`src/rtl/demux_pkg.sv`:
```
// demux_pkg: shared definitions for the buffered 1-to-4 byte demultiplexer.
//   NUM_LANES    number of output lanes
//   lane_t       2-bit lane index, {sel1,sel0}
//   LANE0..LANE3 lane encodings; these match the 4-to-1 selector's mapping so
//                a demux -> mux round trip with the same select is identity.
package demux_pkg;

  localparam int NUM_LANES = 4;

  typedef logic [1:0] lane_t;

  localparam lane_t LANE0 = 2'b00;
  localparam lane_t LANE1 = 2'b01;
  localparam lane_t LANE2 = 2'b10;
  localparam lane_t LANE3 = 2'b11;

endpackage

```
`src/rtl/byte_fifo.sv`:
```
// byte_fifo: small synchronous FIFO, one per output lane.
//   clk      clock, rising edge
//   rst_n    asynchronous active-low reset; empties the FIFO
//   wr_en    push wr_data (ignored when full)
//   wr_data  data to push
//   rd_en    pop the head entry (ignored when empty)
//   rd_data  head entry; undefined content when empty, the caller gates it
//   empty    no entries held
//   full     DEPTH entries held
// Pointers carry one extra wrap bit so full and empty are distinguishable
// without a separate occupancy counter.
module byte_fifo #(
  parameter int WIDTH = 8,
  parameter int DEPTH = 2
) (
  input  logic             clk,
  input  logic             rst_n,
  input  logic             wr_en,
  input  logic [WIDTH-1:0] wr_data,
  input  logic             rd_en,
  output logic [WIDTH-1:0] rd_data,
  output logic             empty,
  output logic             full
);

  localparam int AW = $clog2(DEPTH);
  localparam logic [AW:0] PTR_ONE = {{AW{1'b0}}, 1'b1};

  logic [AW:0]      wr_ptr_reg;
  logic [AW:0]      rd_ptr_reg;
  logic [WIDTH-1:0] mem [DEPTH];
  logic             do_wr;
  logic             do_rd;

  assign empty = (wr_ptr_reg == rd_ptr_reg);
  // Full: wrap bits differ, index bits equal.
  assign full  = (wr_ptr_reg == {~rd_ptr_reg[AW], rd_ptr_reg[AW-1:0]});

  assign do_wr = wr_en & ~full;
  assign do_rd = rd_en & ~empty;

  always_ff @(posedge clk or negedge rst_n) begin
    if (!rst_n) begin
      wr_ptr_reg <= '0;
      rd_ptr_reg <= '0;
    end else begin
      if (do_wr) wr_ptr_reg <= wr_ptr_reg + PTR_ONE;
      if (do_rd) rd_ptr_reg <= rd_ptr_reg + PTR_ONE;
    end
  end

  // Storage needs no reset: resetting the pointers makes every entry dead.
  always_ff @(posedge clk) begin
    if (do_wr) mem[wr_ptr_reg[AW-1:0]] <= wr_data;
  end

  // Head is read straight from storage so a write is visible right after
  // its edge; it is never a bypass of the current input.
  assign rd_data = mem[rd_ptr_reg[AW-1:0]];

endmodule

```
`src/rtl/demux1to4_8bit_buf.sv`:
```
// demux1to4_8bit_buf: buffered 1-to-4 byte demultiplexer.
//   clk        clock, rising edge
//   rst_n      asynchronous active-low reset; discards all buffered bytes
//   sel1,sel0  lane select {sel1,sel0}: 00->o0, 01->o1, 10->o2, 11->o3
//   d          input byte
//   in_valid   d/sel are valid
//   in_ready   selected lane has room; depends on sel and registered state only
//   o0..o3     lane head bytes, 0 when the lane is empty
//   o_valid    bit k: lane k non-empty
//   o_ready    bit k: lane k consumer takes the head entry
//   lane_full  bit k: lane k holds DEPTH entries
module demux1to4_8bit_buf
  import demux_pkg::*;
#(
  parameter int WIDTH = 8,
  parameter int DEPTH = 2
) (
  input  logic                 clk,
  input  logic                 rst_n,
  input  logic                 sel1,
  input  logic                 sel0,
  input  logic [WIDTH-1:0]     d,
  input  logic                 in_valid,
  output logic                 in_ready,
  output logic [WIDTH-1:0]     o0,
  output logic [WIDTH-1:0]     o1,
  output logic [WIDTH-1:0]     o2,
  output logic [WIDTH-1:0]     o3,
  output logic [NUM_LANES-1:0] o_valid,
  input  logic [NUM_LANES-1:0] o_ready,
  output logic [NUM_LANES-1:0] lane_full
);

  lane_t                lane_sel;
  logic [NUM_LANES-1:0] wr_en;
  logic [NUM_LANES-1:0] rd_en;
  logic [NUM_LANES-1:0] empty_w;
  logic [NUM_LANES-1:0] full_w;
  logic [WIDTH-1:0]     head_w  [NUM_LANES];
  logic [WIDTH-1:0]     lane_out[NUM_LANES];

  assign lane_sel  = lane_t'({sel1, sel0});
  // Only the selected lane's full flag matters; o_ready never reaches here,
  // so a pop on a full lane frees the slot for the following cycle.
  assign in_ready  = ~full_w[lane_sel];
  assign o_valid   = ~empty_w;
  assign lane_full = full_w;

  genvar gi;
  generate
    for (gi = 0; gi < NUM_LANES; gi++) begin : g_lane
      assign wr_en[gi] = in_valid & in_ready & (lane_sel == lane_t'(gi));
      assign rd_en[gi] = o_ready[gi] & ~empty_w[gi];

      byte_fifo #(
        .WIDTH (WIDTH),
        .DEPTH (DEPTH)
      ) u_fifo (
        .clk     (clk),
        .rst_n   (rst_n),
        .wr_en   (wr_en[gi]),
        .wr_data (d),
        .rd_en   (rd_en[gi]),
        .rd_data (head_w[gi]),
        .empty   (empty_w[gi]),
        .full    (full_w[gi])
      );

      // Empty lanes drive zero so no stale byte is ever presented.
      assign lane_out[gi] = empty_w[gi] ? '0 : head_w[gi];
    end
  endgenerate

  assign o0 = lane_out[LANE0];
  assign o1 = lane_out[LANE1];
  assign o2 = lane_out[LANE2];
  assign o3 = lane_out[LANE3];

endmodule
```
`config.mk`:
```
export PLATFORM = sky130hd
export DESIGN_NAME = demux1to4_8bit_buf
export DESIGN_NICKNAME = d
export VERILOG_FILES = /design/src/rtl/demux_pkg.sv /design/src/rtl/byte_fifo.sv /design/src/rtl/demux1to4_8bit_buf.sv
export SDC_FILE = /design/constraint.sdc
export NUM_CORES = 1
export LEC_CHECK = 0
export CORE_ASPECT_RATIO = 1.1
export CORE_MARGIN = 4
export CORE_UTILIZATION = 56
export CTS_CLUSTER_SIZE = 24
export DETAILED_ROUTE_END_ITERATION = 10
export MAX_ROUTING_LAYER = met4
export PLACE_DENSITY = 0.88
export SLEW_MARGIN = 10
export SYNTH_ARGS = -nofsm -noshare
export SYNTH_HDL_FRONTEND = slang
export SYNTH_SLANG_ARGS = --single-unit
```
`constraint.sdc`:
```
create_clock -name clk -period 2.7 [get_ports clk]
set_input_delay 0.54 -clock clk [delete_from_list [all_inputs] [get_ports clk]]
set_output_delay 0.54 -clock clk [all_outputs]
set_load 0.02 [all_outputs]
```
# After elaboration in Yosys (flattened, before gate mapping)
# Memory sizes are Yosys's and may differ from the RTL's.
# Cells that the tools add are included.
[totals]
regBits = 16
ramBits = 64
in_bits = 17
out_inout_bits = 41
word_cells = 78
mem_count = 4
[classes]
addsub = 8
magnitude_cmp = 1
eq_ne = 11
muxes = 14
bitwise = 31
reduce_logical = 1
[memory_table]
columns = ["memory", "words", "word_bits", "rd", "rd_clocked_by_memory_dff", "wr", "line", "source"]
rows = [
  ["g_lane[0].u_fifo.mem", 2, 8, 1, 0, 1, "byte_fifo.sv:31", "logic [WIDTH-1:0] mem [DEPTH];"],
  ["g_lane[1].u_fifo.mem", 2, 8, 1, 0, 1, "byte_fifo.sv:31", ""],
  ["g_lane[2].u_fifo.mem", 2, 8, 1, 0, 1, "byte_fifo.sv:31", ""],
  ["g_lane[3].u_fifo.mem", 2, 8, 1, 0, 1, "byte_fifo.sv:31", ""],
]
[op_table]
columns = ["operator", "count"]
rows = [
  ["$mux W8", 4],
  ["$and A1 B1 Y1", 17],
  ["$add A2 B1 Y2 const B", 8],
  ["$eq A2 B2 Y1", 8],
  ["$not A1 Y1", 13],
  ["$mux W1", 9],
  ["$eq A2 B2 Y1 const B", 2],
  ["$not A4 Y4", 1],
  ["$lt A2 B3 Y1 const B", 1],
  ["$bmux W1 S2", 1],
  ["$eq A2 B1 Y1 const B", 1],
  ["$logic_not A2 Y1", 1],
]

# Logic depth before layout (Yosys ltp)
[logic_depth]
word_depth = 10
ltp_mapped = 5
depth_no_buf = 4

# Modules after synthesis
# Synthesis repeated with hierarchy kept, for this count alone.
[unflattened]
hier_cells = 249
area_unflattened_um2 = 3578.4
[modules_own_cells]
columns = ["mod", "n_inst", "cells_per_inst", "area_per_inst_um2"]
rows = [
  ["byte_fifo at g_lane[1].u_fifo ...", 3, 50, 823.3],
  ["byte_fifo at g_lane[0].u_fifo", 1, 52, 804.5],
  ["demux1to4_8bit_buf", 1, 47, 304.0],
]

# Least setup slack after synthesis
# OpenSTA, ideal clock, no wires.
[synth_timing]
kind = "input -> register"
startpoint = "input sel0"
endpoint = "memory g_lane[1].u_fifo.mem[0][0] (enable)"
arrival_time_ns = 1.596
slack_ns = 0.731
path_stages = 4
cell_sequence = "clkbuf_1 > inv_1 > a211oi_1 > nor2b_1"
[synth_between]
elab_chain_cells = 8
word_cells_on_any_way = 9
classes_between = "eq/ne: 1; mux: 4; bitwise: 4"
[synth_lines]
columns = ["element", "line", "source"]
rows = [
  ["start: declaration", "demux1to4_8bit_buf.sv:21", "input logic sel0,"],
  ["$bmux W1 S2", "demux1to4_8bit_buf.sv:45", "assign in_ready = ~full_w[lane_sel];"],
  ["$mux W1 (implied by the code)", "demux1to4_8bit_buf.sv:45", ""],
  ["$not A1 Y1", "demux1to4_8bit_buf.sv:45", ""],
  ["$and A1 B1 Y1", "demux1to4_8bit_buf.sv:52", "assign wr_en[gi] = in_valid & in_ready & (lane_sel == lane_t'(gi));"],
  ["$and A1 B1 Y1 (*)", "demux1to4_8bit_buf.sv:52", ""],
  ["$and A1 B1 Y1 (*)", "byte_fifo.sv:39", "assign do_wr = wr_en & ~full;"],
  ["$mux W1 (*)", "byte_fifo.sv:54", "if (do_wr) mem[wr_ptr_reg[AW-1:0]] <= wr_data;"],
  ["$mux W1 (implied by the code) (*)", "byte_fifo.sv:54", ""],
  ["end: declaration", "byte_fifo.sv:31", ""],
]
# Mark *: on every way between the ends. The rest lies on a longest branch, timed or not. The select of a mux whose other input is x is not followed.

# Final worst setup path
[layout_timing]
startpoint = "register g_lane[0].u_fifo.rd_ptr_reg[1]"
endpoint = "output o0[6]"
[layout_between]
elab_chain_cells = 2
[layout_lines]
columns = ["element", "line", "source"]
rows = [
  ["start: declaration", "byte_fifo.sv:30", "logic [AW:0] rd_ptr_reg;"],
  ["start signal: assignment", "byte_fifo.sv:48", "if (do_rd) rd_ptr_reg <= rd_ptr_reg + PTR_ONE;"],
  ["$eq A2 B2 Y1", "byte_fifo.sv:35", "assign empty = (wr_ptr_reg == rd_ptr_reg);"],
  ["$mux W8", "demux1to4_8bit_buf.sv:70", "assign lane_out[gi] = empty_w[gi] ? '0 : head_w[gi];"],
  ["end: declaration", "demux1to4_8bit_buf.sv:25", "output logic [WIDTH-1:0] o0,"],
]
# Every way passes these cells.

==> results.md <==
| Parameter | Value | Unit |
|---|---|---|
| Outcome | finished, final reports clean | - |
| Largest stage delay on the critical path | 630 | ps |
| Routed wire length | 7050 | um |
| Largest net degree at the start of global routing | 17 | - |
| Final Hold Fails | 0 | - |
| Worst Hold Depth | 1 | - |
| Number of distinct standard cells referenced by the synthesized netlist | 26 | - |
| Via count of the first global-routing pass | 2191 | - |
| Category of the worst setup path launch point | flop | - |
| Worst-path cell with the longest stage delay | clkdlybuf4s50_1 | - |
| Cells along the critical path | xor2_2, nor2_2, nor2_1, clkdlybuf4s50_1 | - |
| Via count of the routed design | 2024 | - |
| Yosys warning count | 0 | - |
| Final Net Count | 313 | - |
| Hold-fix buffers, CTS | 0 | - |
| Largest fanout of any net on the critical path | 9 | - |
| Post-synthesis sequential area ratio | 69.3 | % |
| Net count after synthesis | 246 | - |
| CTS tree | built | - |
| Floorplan die height | 89.1 | um |
| Max-capacitance violation count | 0 | - |
| Most common library cell in the layout ignoring fill and taps | edfxtp_1 | - |
| Drt pass-1 iters | 4 | - |
| Synthesis-to-layout area growth | 29.3 | % |
| Worst-case clock skew | 6.20 | ps |
| Tcrit/Tclk final | 96.7 | % |
| Number of buffers on the longest clock path | 2 | - |
| Required time of the worst setup path | 2160 | ps |
| Antenna viol nets, final | 0 | - |
| Routability-driven placement congestion ratio | 0.871 | - |
| WL/cell | 18.7 | um |
| Floorplan core area | 0.00581 | sq mm |
| Number of port buffers | 57 | - |
| Type of the worst min-delay path | reg -> reg | - |
| Netlist area before placement | 0.00335 | sq mm |
| Total power draw | 6050 | uW |
| Final setup vio count | 0 | - |
| Data arrival time of the critical path | 2070 | ps |
| Final core utilization | 74.7 | % |
| Number of flip-flops in the largest register | 64 | - |
| Pwr/cell area | 1390 | mW/mm^2 |
| Number of cell instances on the worst register-to-register path | 4 | - |
| CTS root buffer | clkbuf_8 | - |
| Static Leak | 0.00164 | uW |
| Cell family with the largest share of critical-path delay | buffers and inverters | - |
| Combined buffer and inverter count along the critical path | 1 | - |
| Kind of critical path | reg -> out | - |
| Crit. End Element | primary output | - |
| Commonest non-fill, non-tap cells in the layout | edfxtp_1 (64), clkdlybuf4s50_1 (56), mux2i_1 (32), nor2_1 (32), dfrtp_1 (15) | - |
| Reg2Reg Capture Point | g_lane[1].u_fifo.mem[0][5]$_DFFE_PP_ | - |
| Measured slew at the worst slew-check pin | 738 | ps |
| Min Tclk post-route | 2610 | ps |
| Full die area | 0.00729 | sq mm |
| Total Neg Setup Slack | 0 | ps |
| Total Routing Usage GR | 21.8 | % |
| CTS Buf Count | 9 | - |
| Number of design-rule violations left by the first detailed-router iteration | 143 | - |
| Hold Startpoint | g_lane[3].u_fifo.wr_ptr_reg[1]$_DFFE_PN0P_ | - |
| Routed vias/inst | 5.35 | - |
| Post-detailed-placement cell area | 0.00403 | sq mm |
| Setup repair after global routing missed its margin | false | - |
| Fmax | 383 | MHz |
| Global route total overflow | 0 | - |
| Worst hold slack | 526 | ps |
| Floorplan die width | 81.8 | um |
| Count of state elements after synthesis | 80 | - |
| HPWL after DPL | 4780 | um |
| Starting utilization of the core area | 57.7 | % |
| Maximum resistive drop on vdd | 772 | uV |
| Number of slew-limit violations in the final report | 0 | - |
| Skew-Pair Late Insertion Delay | 350 | ps |
| Register-to-register setup slack | 790 | ps |
| Slew HR | 50.6 | % |
| Worst setup path startpoint | g_lane[0].u_fifo.rd_ptr_reg[1]$_DFFE_PN0P_ | - |
| Share of layout cells above drive strength 1 | 12.6 | % |
| Antenna violations before repair | 0 | - |
| Design area | 0.00433 | sq mm |
| H-tree levels | 3 | - |
| Post-synthesis average cell area | 14.6 | sq um |
| First-pass GRT wire length | 11100 | um |
| IO Pins | 58 | - |
| Clock-pin transition on the worst setup and hold timing paths | 80 | ps |
| Number of antenna diodes | 0 | - |
| Hold Path Sink | g_lane[3].u_fifo.wr_ptr_reg[1]$_DFFE_PN0P_ | - |
| Reg2Reg Launch Point | g_lane[1].u_fifo.rd_ptr_reg[1]$_DFFE_PN0P_ | - |
| Number of standard-cell rows in the floorplan | 29 | - |
| DRC violations left | 0 | - |
| Number of clock sinks | 80 | - |
| Number of instances in the synthesized netlist | 229 | - |
## worst max path at each step
stage	endpoint	slack (ps)	depth (start not counted)
4_1_cts	o1[0]	30	4
6_report	o0[6]	90	4
5_1_grt	o0[6]	10	4
3_3_place_gp	in_ready	80	3
3_5_place_dp	in_ready	50	3
2_1_floorplan	g_lane[1].u_fifo.mem[0][0]$_DFFE_PP_	730	4
## cell type report
class	instances	area, sq um
multi-input cells	126	991
flip-flops and latches	80	2320
clock inverters	7	110
clock buffers	9	124
well taps	77	96.3
inverters	12	45.0
fillers	351	1470
repair buffers	67	644
## logic make-up (layout without fill, tap and decap cells)
group                  Yosys count  in the layout  synth area share, %
AND/OR/NAND/NOR                 49             49                 5.94
multiplexers                    33             33                 10.2
XOR/XNOR                        28             28                 7.76
buffers and inverters           23             95                 3.17
AO/OA/AOI/OAI                   16             16                 3.62
flip-flops                      80             80                 69.3
## per-stage QoR
stage	std cells	setup WS, ps
after global placement	362	77.7
after floorplan	229	731
final	378	90.4
after CTS	378	26.7
after global routing	378	11.3
after detailed placement	362	54.3
## power by group
| part | internal [uW] | total, uW | switching (uW) |
|---|---|---|---|
| sequential | 1550 | 1770 | 217 |
| combinational | 1440 | 3240 | 1800 |
| clock | 606 | 1030 | 426 |
## cells in the mapped netlist
| master | n | area [sq um] |
|---|---|---|
| edfxtp_1 | 64 | 1920 |
| a2111o_1 | 1 | 11.3 |
| inv_1 | 12 | 45.0 |
| buf_2 | 4 | 20.0 |
| o211ai_1 | 4 | 30.0 |
| mux2i_1 | 32 | 320 |
| nand2_1 | 6 | 22.5 |
| buf_4 | 4 | 30.0 |
| nor2_1 | 36 | 135 |
| clkbuf_1 | 3 | 11.3 |
| a21oi_1 | 2 | 10.0 |
| xor2_1 | 11 | 96.3 |
| and2_1 | 2 | 12.5 |
| mux4_2 | 1 | 22.5 |
| a211oi_2 | 1 | 12.5 |
| xor2_2 | 2 | 32.5 |
| nand4_1 | 1 | 6.26 |
| nor3_1 | 1 | 5.00 |
| o21ai_0 | 4 | 20.0 |
| a211oi_1 | 3 | 22.5 |
| a2111oi_2 | 1 | 15.0 |
| nor2b_1 | 1 | 6.26 |
| nand2b_1 | 1 | 6.26 |
| xnor2_1 | 15 | 131 |
| nand3_1 | 1 | 5.00 |
| dfrtp_1 | 16 | 400 |
## what timing repair did
| item | 4_1_cts | 5_1_grt |
|---|---|---|
| buffers inserted | 0 | 0 |
| endpoints found under the hold margin | 0 | 0 |
| setup endpoints to repair | 37 | 12 |
| pin swaps | 1 | 0 |
| gates resized for setup | 8 | 5 |
## metal layers
layer	vias up	track usage, %	routed length, um
li1	936	-	-
met1	1011	26.0	2840
met2	62	35.4	3770
met3	15	4.23	269
met4	0	10.6	166
met5	-	-	0
Note: power is estimated with default switching activity, not from simulation.
